## src/rtl/alu_sys_pkg.sv

```systemverilog
// Shared definitions for the ALU command subsystem: widths, command
// opcodes, the error byte and the controller state encoding.
package alu_sys_pkg;

  localparam int DATA_W = 8;
  localparam int FUN_W  = 4;

  localparam logic [DATA_W-1:0] CMD_OPS  = 8'hCC;
  localparam logic [DATA_W-1:0] CMD_NOP  = 8'hDD;
  localparam logic [DATA_W-1:0] ERR_CODE = 8'hEE;

  typedef enum logic [2:0] {
    ST_IDLE,
    ST_GET_A,
    ST_GET_B,
    ST_GET_FUN,
    ST_PRE,
    ST_EXEC,
    ST_SEND
  } state_e;

endpackage

```

## src/rtl/alu_cmd_ctrl.sv

```systemverilog
// Command sequencer for the shared ALU: parses byte-serial frames from the
// RX deserializer, loads the ALU operand/function registers, enables the
// gated ALU clock only while an operation is in flight, and offers one
// result byte to the TX serializer. All outputs come straight from flops.
module alu_cmd_ctrl
  import alu_sys_pkg::*;
#(
  parameter int                DATA_W   = alu_sys_pkg::DATA_W,
  parameter int                FUN_W    = alu_sys_pkg::FUN_W,
  parameter int                ALU_LAT  = 1,
  parameter logic [DATA_W-1:0] CMD_OPS  = alu_sys_pkg::CMD_OPS,
  parameter logic [DATA_W-1:0] CMD_NOP  = alu_sys_pkg::CMD_NOP,
  parameter logic [DATA_W-1:0] ERR_CODE = alu_sys_pkg::ERR_CODE
) (
  input  logic              CLK,
  input  logic              RST,
  input  logic [DATA_W-1:0] RX_P_DATA,
  input  logic              RX_D_VLD,
  input  logic [DATA_W-1:0] ALU_OUT,
  input  logic              OUT_VALID,
  input  logic              TX_BUSY,
  output logic [DATA_W-1:0] ALU_A,
  output logic [DATA_W-1:0] ALU_B,
  output logic [FUN_W-1:0]  ALU_FUN,
  output logic              ALU_EN,
  output logic              CLK_GATE_EN,
  output logic [DATA_W-1:0] TX_P_DATA,
  output logic              TX_D_VLD,
  output logic              BUSY
);

  // The result is sampled on the edge where the counter reaches this value,
  // i.e. ALU_LAT cycles after ALU_EN rises.
  localparam logic [2:0] LAT_LAST = 3'(ALU_LAT - 1);

  state_e            state_q, state_d;
  logic [2:0]        latCnt_q, latCnt_d;
  logic [DATA_W-1:0] aluA_q, aluA_d;
  logic [DATA_W-1:0] aluB_q, aluB_d;
  logic [FUN_W-1:0]  aluFun_q, aluFun_d;
  logic              aluEn_q, aluEn_d;
  logic              gateEn_q, gateEn_d;
  logic [DATA_W-1:0] txData_q, txData_d;
  logic              txVld_q, txVld_d;
  logic              busy_q, busy_d;

  // State and output registers; reset aborts any frame or operation.
  always_ff @(posedge CLK or negedge RST) begin
    if (!RST) begin
      state_q  <= ST_IDLE;
      latCnt_q <= '0;
      aluA_q   <= '0;
      aluB_q   <= '0;
      aluFun_q <= '0;
      aluEn_q  <= 1'b0;
      gateEn_q <= 1'b0;
      txData_q <= '0;
      txVld_q  <= 1'b0;
      busy_q   <= 1'b0;
    end else begin
      state_q  <= state_d;
      latCnt_q <= latCnt_d;
      aluA_q   <= aluA_d;
      aluB_q   <= aluB_d;
      aluFun_q <= aluFun_d;
      aluEn_q  <= aluEn_d;
      gateEn_q <= gateEn_d;
      txData_q <= txData_d;
      txVld_q  <= txVld_d;
      busy_q   <= busy_d;
    end
  end

  // Frame parser and execution sequencer; TX strobe defaults low so it
  // can only ever last a single cycle.
  always_comb begin
    state_d  = state_q;
    latCnt_d = latCnt_q;
    aluA_d   = aluA_q;
    aluB_d   = aluB_q;
    aluFun_d = aluFun_q;
    aluEn_d  = aluEn_q;
    gateEn_d = gateEn_q;
    txData_d = txData_q;
    txVld_d  = 1'b0;

    case (state_q)
      ST_IDLE: begin
        if (RX_D_VLD) begin
          if (RX_P_DATA == CMD_OPS) begin
            state_d = ST_GET_A;
          end else if (RX_P_DATA == CMD_NOP) begin
            state_d = ST_GET_FUN;
          end
        end
      end
      ST_GET_A: begin
        if (RX_D_VLD) begin
          aluA_d  = RX_P_DATA;
          state_d = ST_GET_B;
        end
      end
      ST_GET_B: begin
        if (RX_D_VLD) begin
          aluB_d  = RX_P_DATA;
          state_d = ST_GET_FUN;
        end
      end
      ST_GET_FUN: begin
        if (RX_D_VLD) begin
          aluFun_d = RX_P_DATA[FUN_W-1:0];
          gateEn_d = 1'b1;
          state_d  = ST_PRE;
        end
      end
      ST_PRE: begin
        aluEn_d  = 1'b1;
        latCnt_d = '0;
        state_d  = ST_EXEC;
      end
      ST_EXEC: begin
        latCnt_d = latCnt_q + 3'd1;
        if (latCnt_q == LAT_LAST) begin
          txData_d = OUT_VALID ? ALU_OUT : ERR_CODE;
          aluEn_d  = 1'b0;
          gateEn_d = 1'b0;
          state_d  = ST_SEND;
        end
      end
      ST_SEND: begin
        if (!TX_BUSY) begin
          txVld_d = 1'b1;
          state_d = ST_IDLE;
        end
      end
      default: begin
        state_d = ST_IDLE;
      end
    endcase

    busy_d = (state_d != ST_IDLE);
  end

  assign ALU_A       = aluA_q;
  assign ALU_B       = aluB_q;
  assign ALU_FUN     = aluFun_q;
  assign ALU_EN      = aluEn_q;
  assign CLK_GATE_EN = gateEn_q;
  assign TX_P_DATA   = txData_q;
  assign TX_D_VLD    = txVld_q;
  assign BUSY        = busy_q;

endmodule
```

## config.mk

```make
export PLATFORM = sky130hd
export DESIGN_NAME = alu_cmd_ctrl
export DESIGN_NICKNAME = d
export VERILOG_FILES = /design/src/rtl/alu_sys_pkg.sv /design/src/rtl/alu_cmd_ctrl.sv
export SDC_FILE = /design/constraint.sdc
export NUM_CORES = 1
export LEC_CHECK = 0
export ABC_CLOCK_PERIOD_IN_PS = 1500
export CORE_MARGIN = 5
export CORE_UTILIZATION = 40
export DETAILED_ROUTE_END_ITERATION = 8
export PLACE_DENSITY_LB_ADDON = 0.15
export SLEW_MARGIN = 20
export SYNTH_ARGS = -nofsm -noshare
export SYNTH_HDL_FRONTEND = slang
export SYNTH_SLANG_ARGS = --single-unit
```

## constraint.sdc

```tcl
create_clock -name CLK -period 1.5 [get_ports CLK]
set_clock_uncertainty 0.15 [all_clocks]
set_input_delay 0.225 -clock CLK [delete_from_list [all_inputs] [get_ports CLK]]
set_output_delay 0.225 -clock CLK [all_outputs]
set_load 0.005 [all_outputs]
```

==> results.yml <==
sta:
  slew_violations: 0
  worstMarginPinSlew_ns: 0.378
  setup_tns_ns: -0.229
  setup_ws_ns: -0.0744
  setup_viol: 17
  final.min_clock_period_ns: 1.57
  timing.slew.headroom_pct: 74.8
  rsz0062_at_grt: "true"
  fmax_mhz: 635
  period_share_pct: 105
  finalHoldViolations: 0
yosys:
  synth-edff-count: 0
  synth_top_area_share_pct: 56.5
  synthFlopType: "dfrtp_1"
  syn_inst: 137
  yosysMostFrequentCell: "dfrtp_1"
  synth_cell_type_count: 33
  synthArstFlopShare_pct: 100
  syn_nets: 160
  ys_seq_elements: 38
  synth_area_mm2: 0.00168
  yosys-top-cells-count: "38 x dfrtp_1, 22 x nand2_1, 20 x mux2_2, 11 x o21ai_0, 7 x nor2b_1"
  ys_warn_count: 0
  synth_top_area_cell: "dfrtp_1"
  avgSynthCellArea_um2: 12.3
  synthTopCellsByArea: "dfrtp_1 57%, mux2_2 13%, nand2_1 4.9%"
  synth_seq_area_share_pct: 56.5
pwr:
  p_seq_share_pct: 37.1
  leakagePower_uw: 0.00130
  clock_power_share_pct: 14.5
  p_switching_uw: 1590
  p_per_area_mw_per_mm2: 1820
  internal_power_uw: 3410
  switching_share_pct: 31.8
  power_uw: 5000
  pwr-share-comb_pct: 48.4
  peakVddDrop_mv: 0.877
clock_tree:
  clk_pin_slew_worst_paths_ns: 0.07
  insertion_delay_ns: 0.29
  cts_buffers: 5
  clkSinkCount: 38
  htree_num_levels: 2
  cts_root_buf: "clkbuf_8"
  cts_tree: "yes"
  cts.path.max_buffers: 2
worst_setup_path:
  start_kind: "register"
  r2r_end: "BUSY$_DFF_PN0_"
  worstPathMaxFanout: 10
  cp-end-kind: "register"
  crit_required_ns: 1.52
  critPathArrivalTime_ns: 1.60
  crit_type: "register to register"
  reg2reg_slack_ns: -0.07
  rr_worst_depth: 5
  crit_start: "state_q[0]$_DFF_PN0_"
  timing.rr.start: "state_q[0]$_DFF_PN0_"
route:
  drc: 0
  totalWireLength_um: 4370
  vias: 1368
  wl_per_cell_um: 16.0
  drt_iter0_drc: 91
  ant_nets: 0
  vias_per_cell: 4.99
  drt_pass1_iterations: 5
layout:
  fill_cells: 302
  antenna_cells: 0
  fin_nets: 246
  seqCellArea_um2: 953
  drive_gt1_share_pct: 40.6
  multi_input_area_um2: 826
  area_delta_synth_final_pct: 63.2
  finalInstanceArea_mm2: 0.00275
  finish.utilization_pct: 68.1
global_route:
  grt_overflow: 0
  grt_max_degree: 25
  antenna_found_initial: 0
  grt_pass1_vias: 1355
  grt_usage_pct: 15.8
  grt_pass1_wl_um: 6470
place:
  gp_congestion: 0.904
  io_buffers: 52
  placed_area_mm2: 0.00241
  place_ws_ns: -0.334
  hpwl_um: 3030
floorplan:
  die_area_mm2: 0.00560
  initial_core_util_pct: 41.7
  fp-row-count: 23
  die_height_um: 74.8
  die-width_um: 74.8
  core_area_mm2: 0.00403
  io_pins: 53
status:
  status: "complete, but fails checks"
  violations: "setup timing"
flow_run:
  cap_viol_max_count: 0
hold_path:
  hold_class: "input port to async pin"
-- layout make-up --
class,instances,share of cell area [%]
timing repair buffer,84,28.9
sequential,38,34.7
inverter,4,0.547
multi-input combinational,90,30.1
clock inverter,2,0.456
tap,50,2.28
clock buffer,6,3.01
-- kinds of logic after synthesis --
family | after synthesis | share of synthesized area [%]
compound gates | 20 | 7.29
buf+inv | 9 | 3.27
mux | 20 | 13.4
fa+ha+maj | 2 | 1.49
simple gates | 47 | 17.5
flops | 38 | 56.5
xor+xnor | 1 | 0.521
-- how the worst max path moves through the flow --
stage	end	cells past startpoint
6_report	BUSY$_DFF_PN0_	5
5_1_grt	BUSY$_DFF_PN0_	5
4_1_cts	BUSY$_DFF_PN0_	5
3_5_place_dp	BUSY$_DFF_PN0_	6
3_3_place_gp	BUSY$_DFF_PN0_	6
2_1_floorplan	TX_P_DATA[1]$_DFFE_PN0P_	8
-- routing by layer --
layer	global-route usage (%)	up-vias	part of all wire (%)
met5	0	-	0
met4	8.50	0	2.2
met3	4.67	9	7.1
met2	25.8	43	49
met1	18.6	674	41
li1	-	642	-
-- power by group through the flow --
stage,Clock (uW),Combinational (uW),Sequential [uW]
global placement,0,2170,1800
global route,785,2630,1920
floorplan,0,917,1820
CTS,756,2070,1800
finish,727,2420,1860
detailed placement,0,2250,1830
-- layout by cell type (no fill, tap or decap), types with 4 or more instances in the layout --
master	instances
buf_12	4
buf_4	21
buf_6	6
clkbuf_8	6
clkdlybuf4s50_1	18
dfrtp_1	36
dlygate4sd2_1	32
mux2_2	4
mux2_4	16
nand2_1	13
nand2_2	8
nor2b_1	7
o21ai_1	7
o21ai_2	5
-- timing repair --
item	4_1_cts	5_1_grt
gates cloned	0	3
setup buffers	4	5
gates resized for setup	39	51
endpoints found under the setup margin	56	30
endpoints found under the hold margin	14	0
pin swaps	3	18
hold buffers	1	0
-- flip-flops by register name, summed over array words and instances, names as in the netlist --
name and count:
TX_D_VLD 1, CLK_GATE_EN 1, ALU_EN 1, TX_P_DATA 8, latCnt_q 3, BUSY 1
ALU_A 8, state_q 3, ALU_FUN 4, ALU_B 8
-- critical path: stages (launching register included) --
cell and delay (ns):
dfrtp_1 0.40, buf_12 0.15, or2b_1 0.15, o211ai_1 0.11
o2bb2ai_2 0.15, or3_1 0.35
-- stage by stage --
stage | hold WS, ns | cells
final | 0.230 | 274
after global routing | 0.263 | 274
after CTS | 0.231 | 266
after detailed placement | 0.0104 | 253
after global placement | 0.00490 | 253
after floorplan | -0.221 | 137
No activity file was read; power rests on OpenSTA's default activity.
